<file path="src/rtl/alu_seq_pkg.sv">
// Shared types and constants for the ALU operand sequencer.
// State encodings are visible on the LED debug bus.
package alu_seq_pkg;

  localparam int STATE_W   = 3;
  localparam int DEF_WIDTH = 4;
  localparam int DEF_OP_W  = 3;

  typedef enum logic [STATE_W-1:0] {
    GET_A  = 3'd0,
    GET_B  = 3'd1,
    GET_OP = 3'd2,
    ISSUE  = 3'd3,
    DONE   = 3'd4
  } state_t;

endpackage

</file>
<file path="src/rtl/key_edge_sync.sv">
// Synchroniser chain for an async key plus rising-edge detector.
// Emits one pulse per 0->1 of the synchronised level.
module key_edge_sync #(
  parameter int SYNC_STAGES = 2
) (
  input  logic clock,
  input  logic resetn,
  input  logic in,
  output logic pulse
);

  logic [SYNC_STAGES-1:0] sync;
  logic                   prev;

  // shift the raw level in and keep last synced level
  always_ff @(posedge clock or negedge resetn) begin
    if (!resetn) begin
      sync <= '0;
      prev <= 1'b0;
    end else begin
      sync <= {sync[SYNC_STAGES-2:0], in};
      prev <= sync[SYNC_STAGES-1];
    end
  end

  assign pulse = sync[SYNC_STAGES-1] & ~prev;

endmodule

</file>
<file path="src/rtl/alu_operand_sequencer.sv">
// Collects A, B and opcode over three key presses, then issues them.
// Define ALU_SEQ_CHAIN_EN to feed the result back as the next A.
module alu_operand_sequencer
  import alu_seq_pkg::*;
#(
  parameter int WIDTH       = DEF_WIDTH,
  parameter int OP_W        = DEF_OP_W,
  parameter int SYNC_STAGES = 2
) (
  input  logic               clock,
  input  logic               resetn,
  input  logic               enter,
  input  logic [WIDTH-1:0]   data_in,
  input  logic [OP_W-1:0]    op_in,
  input  logic [2*WIDTH-1:0] alu_result,
  output logic [WIDTH-1:0]   operand_a,
  output logic [WIDTH-1:0]   operand_b,
  output logic [OP_W-1:0]    opcode,
  output logic               alu_valid,
  output logic [2*WIDTH-1:0] result_reg,
  output logic               done,
  output logic [2:0]         state_dbg
);

  state_t state_q;
  state_t state_d;
  logic   enter_pulse;
  logic   ld_a;
  logic   ld_b;
  logic   ld_op;
  logic   ld_res;
`ifdef ALU_SEQ_CHAIN_EN
  logic   chain;
`endif

  key_edge_sync #(
    .SYNC_STAGES(SYNC_STAGES)
  ) u_sync (
    .clock (clock),
    .resetn(resetn),
    .in    (enter),
    .pulse (enter_pulse)
  );

  // state register
  always_ff @(posedge clock or negedge resetn) begin
    if (!resetn) state_q <= GET_A;
    else         state_q <= state_d;
  end

  // next state and capture enables
  always_comb begin
    state_d = state_q;
    ld_a    = 1'b0;
    ld_b    = 1'b0;
    ld_op   = 1'b0;
    ld_res  = 1'b0;
`ifdef ALU_SEQ_CHAIN_EN
    chain   = 1'b0;
`endif
    unique case (state_q)
      GET_A: if (enter_pulse) begin
        ld_a    = 1'b1;
        state_d = GET_B;
      end
      GET_B: if (enter_pulse) begin
        ld_b    = 1'b1;
        state_d = GET_OP;
      end
      GET_OP: if (enter_pulse) begin
        ld_op   = 1'b1;
        state_d = ISSUE;
      end
      ISSUE: begin
        ld_res  = 1'b1;
        state_d = DONE;
      end
      DONE: if (enter_pulse) begin
`ifdef ALU_SEQ_CHAIN_EN
        ld_a    = 1'b1;
        chain   = 1'b1;
        state_d = GET_B;
`else
        state_d = GET_A;
`endif
      end
      default: state_d = GET_A;
    endcase
  end

  // capture registers, each written only by its own enable
  always_ff @(posedge clock or negedge resetn) begin
    if (!resetn) begin
      operand_a  <= '0;
      operand_b  <= '0;
      opcode     <= '0;
      result_reg <= '0;
    end else begin
`ifdef ALU_SEQ_CHAIN_EN
      if (ld_a)
        operand_a <= chain ? result_reg[WIDTH-1:0]
                           : data_in;
`else
      if (ld_a)   operand_a  <= data_in;
`endif
      if (ld_b)   operand_b  <= data_in;
      if (ld_op)  opcode     <= op_in;
      if (ld_res) result_reg <= alu_result;
    end
  end

  assign alu_valid = (state_q == ISSUE);
  assign done      = (state_q == DONE);
  assign state_dbg = state_q;

endmodule

</file>
<file path="config.mk">
export PLATFORM = sky130hd
export DESIGN_NAME = alu_operand_sequencer
export DESIGN_NICKNAME = d
export VERILOG_FILES = /design/src/rtl/alu_seq_pkg.sv /design/src/rtl/key_edge_sync.sv /design/src/rtl/alu_operand_sequencer.sv
export SDC_FILE = /design/constraint.sdc
export NUM_CORES = 1
export LEC_CHECK = 0
export ABC_AREA = 1
export BUFFER_PORTS_ARGS = -buffer_cell sky130_fd_sc_hd__buf_4
export CAP_MARGIN = 20
export CELL_PAD_IN_SITES_DETAIL_PLACEMENT = 1
export CELL_PAD_IN_SITES_GLOBAL_PLACEMENT = 1
export CORE_UTILIZATION = 30
export CTS_CLUSTER_DIAMETER = 80
export CTS_CLUSTER_SIZE = 16
export DETAILED_ROUTE_END_ITERATION = 10
export PLACE_DENSITY = 0.82
export RECOVER_POWER = 100
export SYNTH_ARGS = -nofsm -noshare
export SYNTH_HDL_FRONTEND = slang
export SYNTH_SLANG_ARGS = --single-unit
</file>
<file path="constraint.sdc">
create_clock -name clock -period 0.9 [get_ports clock]
set_input_delay 0.18 -clock clock [delete_from_list [all_inputs] [get_ports clock]]
set_output_delay 0.18 -clock clock [all_outputs]
set_load 0.03 [all_outputs]
</file>
==> flow_summary.ini <==
[outcome]
status = finished, violations left
violations = setup timing

[routing]
avgViaCountPerCell = 4.62
first_iter_violations = 23
wirelength_um = 3730
dr.pass1.iters = 4
drc = 0
ant_nets = 0
vias = 1118
wl_per_cell_um = 15.4

[synthesis]
ys_seq_area_share_pct = 61.8
netlist_area_um2 = 1010
yosys.area_share.xor_xnor_pct = 0
muxShareOfSynthArea_pct = 0
yosys_warnings = 0
synth_top_area_cell = dfrtp_1
synth_top_family_by_area = simple AND/OR/NAND/NOR gates
synth_compound_gate_area_share_pct = 0.494
synth_nets = 130
synthSimpleGateAreaFrac_pct = 33.6
ys_ff_latch = 25
avgSynthCellArea_um2 = 9.04
synthCells = 112
synth_cell_types = 13
yosys.area.top_type_share_pct = 61.8
synthTopCellsByArea = dfrtp_1, nand2_1, nand3_1
synth-adder-area-share_pct = 0

[flow_run]
max_cap_violations = 0

[clock_tree]
cts_inserted_buffers = 3
cts_max_path_buffers = 2
tritoncts = built
path_clk_slew_ns = 0.14
cts_num_sinks = 25
root_buffer = clkbuf_4
cts_max_level = 1
worstSkewPairLatency_ns = 0.32

[grt]
track_usage_pct = 22.0
globalRoute.totalOverflow = 0
grt_pass1_wl_um = 5730
antenna_found_initial = 0
gr-usage-met1_pct = 24.6
grt_pass1_vias = 1227
grt_start_max_net_pins = 26
busiest_layer = met2
grtUsageMet3_pct = 1.30
met2_usage_pct = 42.5

[worst_setup_path]
path_cells = inv_2, nand2_4, nor2_4, buf_6
path_buf_inv = 2
r2r-start = state_dbg[1]
crit_start = state_dbg[0]
cp.required_ns = 0.72
cp_top_family = flip-flops
crit_type = reg2out
critPathSlowestCell = dfrtp_2
max_stage_delay_ns = 0.48
critPathLaunchType = flip-flop
cp.arrival_ns = 1.22
cp_max_fo = 5
crit_path_end_kind = output pin

[placement]
place.gp.congestion = 0.833
dp_slack_ns = -0.189
port-buffer-count = 41
hpwl_um = 2100
dp.cells = 206

[pwr]
total_power_mw = 7.72
ir_worst_vdd_v = 0.00154
cellLeakagePower_nw = 1.01
power.density_nw_per_um2 = 3980

[sta]
tns_ns = -12.48
period_needed_ns = 1.40
skew_ns = 0.00447
setup_viol = 46
rsz0062_at_grt = true
fmax_mhz = 715
tightest_slew_ns = 0.585
finalWorstSetupSlack_ns = -0.499
relSlewSlack_pct = 61.0
period_share_pct = 155
drv_slew = 0
whs_ns = 0.0454
hold_viol = 0

[min_path]
hold_path_class = in2reg
hold_start = alu_result[1]

[die]
core_um2 = 3130
initial_core_util_pct = 32.4
fp.dieH_um = 60.1
design.die.area_um2 = 3610
die_w_um = 60.1
ioPinCount = 42
num_rows = 20

[final_layout]
largest_register_ffs = 8
layout_commonest_cell = buf_4
final_layout_size_suffix_gt1_share_pct = 65.2
final_cell_mix = buf_4, buf_6, nand2_1, nand2_2, dfrtp_1
area_delta_synth_final_pct = 91.7
nets = 217
diodes = 0
stdcell_count = 242
layer usage:
layer | routed length (um) | vias up
met5 | 0 | -
met4 | 94 | 0
met3 | 131 | 8
met2 | 2070 | 38
met1 | 1430 | 554
li1 | - | 518
power breakdown:
group / leakage, nW / internal (mW) / switching [mW]
clock: 0.0150 / 0.173 / 0.339
sequential: 0.301 / 1.63 / 0.445
combinational: 0.694 / 2.48 / 2.65
worst paths after layout:
| path | end | slack [ns] | depth (start not counted) |
|---|---|---|---|
| min reg2reg | u_sync.sync[1] | 0.38 | 0 |
| min in group asynchronous | operand_b[0] | 0.38 | 2 |
| max in group asynchronous | state_dbg[0] | 0.11 | 2 |
| max reg2reg | operand_b[2] | -0.42 | 6 |
| min | result_reg[1] | 0.05 | 3 |
| max | done | -0.50 | 4 |
kinds of logic (layout without fill, tap and decap cells):
family                 count (synthesis)  after routing
buffers and inverters                  8             94
and+or+nand+nor                       78             78
AOI/OAI and AO/OA                      1              1
DFF                                   25             25
metrics by stage:
stage	area (um^2)	util [%]
floorplan	1020	-
global placement	1450	46.4
detailed placement	1450	46.4
CTS	1790	57.2
global route	1940	62.0
finish	1940	62.0
tightest hold or removal path, cell delays in order:
cell,delay [ns]
buf_4,0.08
nand2_1,0.04
nand2_1,0.04
layout make-up:
| cell class | count | area, um^2 |
|---|---|---|
| multi-input combinational | 79 | 445 |
| timing repair buffer | 84 | 757 |
| inverter | 6 | 27.5 |
| tap | 44 | 55.1 |
| clock buffer | 4 | 26.3 |
| fill | 360 | 1190 |
| sequential | 25 | 629 |
cell usage after synthesis:
cell type and count:
nand3_1 14, nor2_4 2, buf_6 1, inv_1 3, nand2_4 1, inv_4 1, inv_2 2, buf_2 1
dfrtp_1 25, nand2_1 54, nor2_1 4, nor2_2 3, o21ai_0 1
timing repair:
item / in CTS / in global routing
resized for setup: 41 / 27
gates cloned: 0 / 0
endpoints found under the setup margin: 46 / 46
hold endpoints to repair: 26 / 0
hold buffers: 2 / 0
buffers inserted: 19 / 12
pin swaps: 8 / 11
Power figures use the tool's default switching activity.
